## config.mk

```make
export PLATFORM = sky130hd
export DESIGN_NAME = id_decode_stage
export DESIGN_NICKNAME = d
export VERILOG_FILES = /design/src/rtl/id_decode_stage_pkg.sv /design/src/rtl/id_decode_stage_reg_file.sv /design/src/rtl/id_decode_stage.sv
export SDC_FILE = /design/constraint.sdc
export NUM_CORES = 2
export LEC_CHECK = 0
export BUFFER_PORTS_ARGS = -buffer_cell sky130_fd_sc_hd__clkbuf_2
export CORE_UTILIZATION = 39
export DETAILED_ROUTE_END_ITERATION = 8
export GPL_TIMING_DRIVEN = 0
export MAX_ROUTING_LAYER = met4
export PLACE_DENSITY = 0.53
export SLEW_MARGIN = 5
export SYNTH_ARGS = -nofsm -noshare
export SYNTH_HDL_FRONTEND = slang
export SYNTH_SLANG_ARGS = --single-unit
```

## constraint.sdc

```tcl
create_clock -name Clk -period 3.6 [get_ports Clk]
set_input_delay 0.54 -clock Clk [delete_from_list [all_inputs] [get_ports Clk]]
set_output_delay 0.54 -clock Clk [all_outputs]
set_load 0.01 [all_outputs]
```

## src/rtl/id_decode_stage_pkg.sv

```systemverilog
// Shared pipeline definitions: opcodes, ALUOp encodings, control bundle layouts
// and the main decoder used by the ID stage.
package id_decode_stage_pkg;

    localparam int unsigned XLEN      = 32;
    localparam int unsigned REG_AW    = 5;
    localparam int unsigned NUM_REGS  = 32;
    localparam int unsigned OPC_W     = 6;
    localparam int unsigned ALUOP_W   = 2;
    localparam int unsigned CTRL_WB_W = 2;
    localparam int unsigned CTRL_M_W  = 3;
    localparam int unsigned CTRL_EX_W = 4;

    localparam logic [OPC_W-1:0] OPC_RTYPE = 6'b000000;
    localparam logic [OPC_W-1:0] OPC_LW    = 6'b100011;
    localparam logic [OPC_W-1:0] OPC_SW    = 6'b101011;
    localparam logic [OPC_W-1:0] OPC_BEQ   = 6'b000100;
    localparam logic [OPC_W-1:0] OPC_ADDI  = 6'b001000;

    localparam logic [ALUOP_W-1:0] ALUOP_ADD   = 2'b00;
    localparam logic [ALUOP_W-1:0] ALUOP_SUB   = 2'b01;
    localparam logic [ALUOP_W-1:0] ALUOP_FUNCT = 2'b10;

    typedef struct packed {
        logic reg_write;
        logic mem_to_reg;
    } ctrl_wb_t;

    typedef struct packed {
        logic branch;
        logic mem_read;
        logic mem_write;
    } ctrl_m_t;

    typedef struct packed {
        logic                reg_dst;
        logic                alu_src;
        logic [ALUOP_W-1:0]  alu_op;
    } ctrl_ex_t;

    typedef struct packed {
        ctrl_wb_t wb;
        ctrl_m_t  m;
        ctrl_ex_t ex;
    } ctrl_t;

    // Main control decoder; unknown opcodes decode to an all-zero bundle.
    function automatic ctrl_t decode_ctrl(input logic [OPC_W-1:0] opc);
        ctrl_t c;
        c = '0;
        case (opc)
            OPC_RTYPE: begin
                c.ex.reg_dst   = 1'b1;
                c.wb.reg_write = 1'b1;
                c.ex.alu_op    = ALUOP_FUNCT;
            end
            OPC_LW: begin
                c.ex.alu_src    = 1'b1;
                c.wb.mem_to_reg = 1'b1;
                c.wb.reg_write  = 1'b1;
                c.m.mem_read    = 1'b1;
                c.ex.alu_op     = ALUOP_ADD;
            end
            OPC_SW: begin
                c.ex.alu_src  = 1'b1;
                c.m.mem_write = 1'b1;
                c.ex.alu_op   = ALUOP_ADD;
            end
            OPC_BEQ: begin
                c.m.branch  = 1'b1;
                c.ex.alu_op = ALUOP_SUB;
            end
            OPC_ADDI: begin
                c.ex.alu_src   = 1'b1;
                c.wb.reg_write = 1'b1;
                c.ex.alu_op    = ALUOP_ADD;
            end
            default: c = '0;
        endcase
        return c;
    endfunction

    // Opcodes that consume rs as a source operand.
    function automatic logic opc_reads_rs(input logic [OPC_W-1:0] opc);
        return (opc == OPC_RTYPE) || (opc == OPC_LW) || (opc == OPC_SW) ||
               (opc == OPC_BEQ)   || (opc == OPC_ADDI);
    endfunction

    // Opcodes that consume rt as a source operand (rt is a destination otherwise).
    function automatic logic opc_reads_rt(input logic [OPC_W-1:0] opc);
        return (opc == OPC_RTYPE) || (opc == OPC_SW) || (opc == OPC_BEQ);
    endfunction

endpackage

```

## src/rtl/id_decode_stage_reg_file.sv

```systemverilog
// 32x32 register file: r0 hard-wired to zero, combinational reads with
// write-through from the write-back port.
module reg_file
    import id_decode_stage_pkg::*;
(
    input  logic              clk_i,
    input  logic              rst_i,
    input  logic              we_i,
    input  logic [REG_AW-1:0] waddr_i,
    input  logic [XLEN-1:0]   wdata_i,
    input  logic [REG_AW-1:0] raddr1_i,
    input  logic [REG_AW-1:0] raddr2_i,
    output logic [XLEN-1:0]   rdata1_o,
    output logic [XLEN-1:0]   rdata2_o
);

    logic [XLEN-1:0] regs_q [NUM_REGS];
    logic            wr_en_c;
    logic            byp1_c;
    logic            byp2_c;

    assign wr_en_c = we_i && (waddr_i != '0);

    // Reset clears the array and takes priority over a same-cycle write.
    always_ff @(posedge clk_i) begin
        if (rst_i) begin
            for (int unsigned i = 0; i < NUM_REGS; i++) begin
                regs_q[REG_AW'(i)] <= '0;
            end
        end else if (wr_en_c) begin
            regs_q[waddr_i] <= wdata_i;
        end
    end

    assign byp1_c = wr_en_c && (waddr_i == raddr1_i);
    assign byp2_c = wr_en_c && (waddr_i == raddr2_i);

    always_comb begin
        rdata1_o = '0;
        rdata2_o = '0;
        if (raddr1_i != '0) begin
            rdata1_o = byp1_c ? wdata_i : regs_q[raddr1_i];
        end
        if (raddr2_i != '0) begin
            rdata2_o = byp2_c ? wdata_i : regs_q[raddr2_i];
        end
    end

endmodule

```

## src/rtl/id_decode_stage.sv

```systemverilog
// Instruction decode stage: register read, sign extension, main control decode,
// load-use hazard detection with bubble insertion and a saturating stall counter.
module id_decode_stage
    import id_decode_stage_pkg::*;
(
    input  logic                 Clk,
    input  logic                 Reset,
    input  logic [XLEN-1:0]      Instruction_in,
    input  logic                 RegWrite_WB,
    input  logic [REG_AW-1:0]    WriteReg_WB,
    input  logic [XLEN-1:0]      WriteData_WB,
    input  logic                 MemRead_IDEX,
    input  logic [REG_AW-1:0]    Rt_IDEX,
    output logic [XLEN-1:0]      ReadData1,
    output logic [XLEN-1:0]      ReadData2,
    output logic [XLEN-1:0]      SignExtend,
    output logic [REG_AW-1:0]    Rs,
    output logic [REG_AW-1:0]    Rt,
    output logic [REG_AW-1:0]    Rd,
    output logic [CTRL_WB_W-1:0] control_WB,
    output logic [CTRL_M_W-1:0]  control_M,
    output logic [CTRL_EX_W-1:0] control_EX,
    output logic                 Stall,
    output logic [XLEN-1:0]      StallCount
);

    logic [OPC_W-1:0] opcode_c;
    ctrl_t            ctrl_c;
    logic             stall_c;
    logic [XLEN-1:0]  stall_count_q;
    logic [XLEN-1:0]  stall_count_d;

    assign opcode_c = Instruction_in[31:26];
    assign Rs       = Instruction_in[25:21];
    assign Rt       = Instruction_in[20:16];
    assign Rd       = Instruction_in[15:11];

    assign SignExtend = {{(XLEN-16){Instruction_in[15]}}, Instruction_in[15:0]};

    reg_file u_reg_file (
        .clk_i    (Clk),
        .rst_i    (Reset),
        .we_i     (RegWrite_WB),
        .waddr_i  (WriteReg_WB),
        .wdata_i  (WriteData_WB),
        .raddr1_i (Instruction_in[25:21]),
        .raddr2_i (Instruction_in[20:16]),
        .rdata1_o (ReadData1),
        .rdata2_o (ReadData2)
    );

    // Load-use hazard: only source operands of a recognised opcode can conflict.
    always_comb begin
        stall_c = 1'b0;
        if (MemRead_IDEX && (Rt_IDEX != '0)) begin
            if (opc_reads_rs(opcode_c) && (Rt_IDEX == Rs)) begin
                stall_c = 1'b1;
            end
            if (opc_reads_rt(opcode_c) && (Rt_IDEX == Rt)) begin
                stall_c = 1'b1;
            end
        end
    end

    assign Stall = stall_c;

    // Bubble: zero every control bit while stalled.
    always_comb begin
        ctrl_c = decode_ctrl(opcode_c);
        if (stall_c) begin
            ctrl_c = '0;
        end
    end

    assign control_WB = ctrl_c.wb;
    assign control_M  = ctrl_c.m;
    assign control_EX = ctrl_c.ex;

    always_comb begin
        stall_count_d = stall_count_q;
        if (stall_c && (stall_count_q != {XLEN{1'b1}})) begin
            stall_count_d = stall_count_q + XLEN'(1);
        end
    end

    always_ff @(posedge Clk) begin
        if (Reset) begin
            stall_count_q <= '0;
        end else begin
            stall_count_q <= stall_count_d;
        end
    end

    assign StallCount = stall_count_q;

endmodule

```

== Word-level counts from Yosys, hierarchy flattened ==
Memory sizes are Yosys's and may differ from the RTL's.
Cells that the tools add are included.

* Flip-flop bits (word level): 32
* RAM bits: 1024
* Input port bits: 78
* Output and inout bits: 153
* Memories kept: 1

* $add $sub $neg: 1
* Equal/unequal tests: 9
* Multiplexer cells: 23
* Reduce and logical (&&, ||, !) cells: 21

{| class="wikitable"
|+ Memories
! memory !! depth !! width !! read ports !! clocked after memory_dff !! wr ports !! line !! source
|-
| u_reg_file.regs_q || 32 || 32 || 2 || 0 || 32 || id_decode_stage_reg_file.sv:17 || <nowiki>logic [XLEN-1:0] regs_q [NUM_REGS];</nowiki>
|}

{| class="wikitable"
|+ Operator list
! operator !! number
|-
| two-way mux 32 bit || 5
|-
| adder 32 x 1 -> 32 bit, second input constant || 1
|-
| inequality test 32 bit, second input constant || 1
|-
| OR reduction 32 bit || 1
|-
| == test 5 bit || 4
|-
| nonzero test 5 bit || 4
|-
| two-way mux 1 bit || 15
|-
| == test 6 bit, second input constant || 2
|-
| two-way mux 9 bit || 1
|-
| logical AND 1 bit || 7
|-
| == test 6 x 3 -> 1 bit, second input constant || 1
|-
| == test 6 x 4 -> 1 bit, second input constant || 1
|-
| zero test 6 bit || 1
|-
| logical OR 1 bit || 6
|-
| OR reduction 3 bit || 2
|-
| two-way mux 5 bit || 1
|-
| case mux 2 bit (2 select lines) || 1
|}

== Logic depth before layout (Yosys ltp) ==
* Depth in word-level cells: 10
* Depth in mapped cells: 11
* Depth with buffers taken out: 7

== Cells and area by module ==
A second synthesis with hierarchy kept.

* Cells, all modules: 4203
* Area total of the unflattened synthesis: 57943.1 um2

{| class="wikitable"
|+ By module, submodules not included
! module !! instances !! cells each !! area each (um2)
|-
| reg_file || 1 || 3918 || 55723.4
|-
| id_decode_stage || 1 || 285 || 2219.6
|}

== Worst setup path after synthesis ==
No wires, ideal clock.

* Kind: input to output
* Start: input Instruction_in[16]
* End: output ReadData2[28]
* Arrival time: 2.432 ns
* Data required time: 3.060 ns
* Setup slack: 0.628 ns
* Stages: 7
* Cells stage by stage: buf_2 > buf_6 > buf_2 > mux4_2 > mux4_2 > a221oi_1 > nor2_1

* Longest elaborated chain between the ends: 4

{| class="wikitable"
|+ Ends and longest elaborated chain
! what !! line !! source
|-
| start: declaration || id_decode_stage.sv:8 || <nowiki>input logic [XLEN-1:0] Instruction_in,</nowiki>
|-
| branches (longest 3 deep; another with memory (32 x 32 bit)) || -- ||
|-
| two-way mux 32 bit * || id_decode_stage_reg_file.sv:44 || <nowiki>if (raddr2_i != '0) begin</nowiki>
|-
| end: declaration || id_decode_stage.sv:15 || <nowiki>output logic [XLEN-1:0] ReadData2,</nowiki>
|}

Every way passes the cells marked *.

== Worst setup path in the final report ==
* Start: input Instruction_in[20]
* End: output ReadData2[11]

The elaborated chain is that of the path after synthesis.

==> impl_metrics.env <==
export IMPL_startpoint="Instruction_in[20]"
export IMPL_holdPathStages=2
export IMPL_pwr_share_comb_pct=16.9
export IMPL_netlist_instances=4164
export IMPL_crit_path_end_kind="primary output"
export IMPL_num_io_pins=231
export IMPL_setup_tns_ns=-7.62
export IMPL_grt_overflow=0
export IMPL_p_leak_nw=24.0
export IMPL_syn_avg_cell_area_sq_um=13.9
export IMPL_synth_warnings=0
export IMPL_synth_area_sq_mm=0.0579
export IMPL_hold_slack_ns=0.157
export IMPL_hp_class="input port to flip-flop"
export IMPL_die_area_sq_mm=0.150
export IMPL_grt_total_usage_pct=40.6
export IMPL_p_seq_share_pct=44.9
export IMPL_p_sw_mw=9.36
export IMPL_power_frac_clock_pct=38.2
export IMPL_cp_arrival_ns=3.21
export IMPL_num_rows=141
export IMPL_drive_above_1_share_pct=28.4
export IMPL_drc=0
export IMPL_yosysSeqAreaShare_pct=54.2
export IMPL_hold_viol=0
export IMPL_die_w_um=387
export IMPL_via_count=45000
export IMPL_drt_vias_per_instance=6.77
export IMPL_wl_per_cell_um=45.3
export IMPL_startpoint_type="input port"
export IMPL_async_flop_share_pct=0
export IMPL_r2r_slack_ns=0.89
export IMPL_area_growth_pct=18.7
export IMPL_clockBufferDepth=3
export IMPL_cts_tree="built"
export IMPL_min_from="WriteData_WB[21]"
export IMPL_fin_ws_ns=-0.151
export IMPL_routabilityCongestion=1.04
export IMPL_vdd_drop_max_uv=405
export IMPL_p_int_mw=22.9
export IMPL_period_minus_slack_ns=3.75
export IMPL_synth_seq_cells=1056
export IMPL_initial_core_util_pct=39.3
export IMPL_grt_pass1_wl_um=389000
export IMPL_slew_violations=32
export IMPL_finalSetupViolCount=104
export IMPL_holdPathEnd="u_reg_file.regs_q[4][21]"
export IMPL_finClkSkew_ns=0.0122
export IMPL_tightest_slew_ns=1.53
export IMPL_dr_pass1_iters=7
export IMPL_io_buffer_count=203
export IMPL_grt_max_degree=33
export IMPL_antenna_found_initial=25
export IMPL_clock_sinks=1056
export IMPL_fmax_mhz=267
export IMPL_cts_buffers_inserted=116
export IMPL_post_place_ws_ns=-2.48
export IMPL_die_h_um=387
export IMPL_dpl_hpwl_um=208000
export IMPL_yosysUniqueCellTypes=67
export IMPL_rr_startpoint="StallCount[10]"
export IMPL_reg2reg_depth=6
export IMPL_clock_latency_ns=0.78
export IMPL_finalCritPeriodShare_pct=104
export IMPL_p_total_mw=32.3
export IMPL_synth_edf_count=1024
export IMPL_synthFlopType="edfxtp_1"
export IMPL_critPathKind="input port to primary output"
export IMPL_cp_data_required_time_ns=3.06
export IMPL_fin_nets=4666
export IMPL_grt_pass1_vias=41300
export IMPL_swShare_pct=29.0
export IMPL_drv_cap=3
export IMPL_cts_clk_slew_worst_paths_ns=0.06
export IMPL_cp_max_fo=10
export IMPL_violations="max-capacitance violations, max-slew violations, negative setup slack"
export IMPL_slew_headroom_pct=-1.95
export IMPL_coreArea_sq_mm=0.147
export IMPL_p_per_area_mw_per_mm2=470
export IMPL_ant_nets=0
export IMPL_rsz0062_at_grt="true"
export IMPL_cts_root_buf="clkbuf_16"
export IMPL_r2r_end="StallCount[27]"
export IMPL_drt_total_wl_um=301000
export IMPL_status="finished with violations"
export IMPL_h_tree_depth=3
export IMPL_drtIter0Drc=7981
per-layer routing:
layer	track usage [%]	wire length [um]
met5	-	0
met4	25.1	22700
met3	15.7	46200
met2	54.5	122000
met1	51.1	109000
critical path, cell delays in order:
cell and delay, ns:
clkbuf_2 0.32, clkbuf_1 1.15, a221oi_1 0.19, o21ai_0 0.30
a21oi_2 0.15, o22ai_1 0.26, nor2_4 0.12, clkbuf_2 0.15
repair_timing:
action,4_1_cts,5_1_grt
setup endpoints to repair,104,119
pin swaps,22,12
buffers inserted,41,24
cloned,0,2
hold buffers,0,0
gates resized for setup,609,91
state kept, by name (all words and copies together) (netlist names):
name	count
u_reg_file.regs_q	1024
StallCount	32
layout by cell type, fill, tap and decap left out, types with 20 or more instances in the layout:
master     count
mux2i_1      211
clkbuf_2     223
buf_4        119
buf_6         30
nand4_1       20
edfxtp_1    1024
nand2_1      137
a221oi_1      48
nand3_1       45
a211oi_1      20
clkinv_1      32
clkbuf_16    126
clkbuf_4      34
nor2_1        98
a22oi_1       46
nor3_1       138
mux4_2       460
conb_1        32
buf_8         33
buf_16        25
a221oi_2      23
a21oi_1       56
and2_1       883
o21ai_0       41
buf_12        37
clkbuf_8      30
or2_2         26
nor2b_1       30
dfxtp_1       32
clkbuf_1     247
diode_2       22
power by group through the flow:
| stage | Sequential [mW] | Combinational (mW) | Clock (mW) |
|---|---|---|---|
| finish | 14.5 | 5.47 | 12.3 |
| CTS | 14.5 | 5.07 | 12.2 |
| detailed placement | 14.7 | 4.67 | 0 |
| global placement | 14.7 | 4.65 | 0 |
| global route | 14.5 | 5.38 | 12.7 |
| floorplan | 14.6 | 2.42 | 0 |
through the flow:
| stage | instance area, sq um | utilization [%] | std cells |
|---|---|---|---|
| finish | 68800 | 46.6 | 6640 |
| global route | 68700 | 46.6 | 6634 |
| CTS | 68100 | 46.2 | 6593 |
| detailed placement | 61700 | 41.8 | 6335 |
| global placement | 61500 | 41.7 | 6328 |
| floorplan | 58000 | - | 4195 |
cells by family after synthesis:
kind of cell / after synthesis / share of synthesized area (%)
mux: 686 / 21.8
other cells: 1 / 0.00647
compound gates: 406 / 4.91
flops: 1056 / 54.2
fa+ha+maj: 1 / 0.0216
simple gates: 1474 / 14.6
buf+inv: 520 / 4.18
xor+xnor: 20 / 0.302
worst max-delay path by stage:
| stage | endpoint | slack (ns) | cells after the start |
|---|---|---|---|
| floorplan | ReadData2[28] | 0.63 | 7 |
| global placement | ReadData2[27] | -2.66 | 9 |
| detailed placement | ReadData1[23] | -2.48 | 8 |
| finish | ReadData2[11] | -0.15 | 8 |
| CTS | ReadData1[23] | -0.02 | 12 |
| global route | ReadData2[12] | -0.03 | 11 |
cells in the mapped netlist (all sizes together) (18+ instances only):
library cell	n	area, sq um
mux4	460	10400
dfxtp	32	641
nand3	46	230
a31oi	18	113
mux2i	217	2170
o31ai	23	173
edfxtp	1024	30700
or4	19	143
nand2	139	522
a221oi	72	631
clkbuf	320	1200
nand4	20	125
a22oi	49	368
a21oi	68	340
nor2	108	405
or2	37	231
nor2b	31	194
and2	884	5530
nor3	141	711
o21ai	83	419
a211oi	31	233
buf	186	1160
cell type report:
type | instances | area, sq um
inverter | 14 | 66.3
timing repair buffer | 277 | 1880
tap | 1930 | 2410
multi-input combinational | 2619 | 25100
antenna | 22 | 55.1
clock buffer | 150 | 3210
buffer | 503 | 4040
clock inverter | 69 | 582
sequential | 1056 | 31400
fill | 13200 | 78700
No activity file was read; power rests on OpenSTA's default activity.
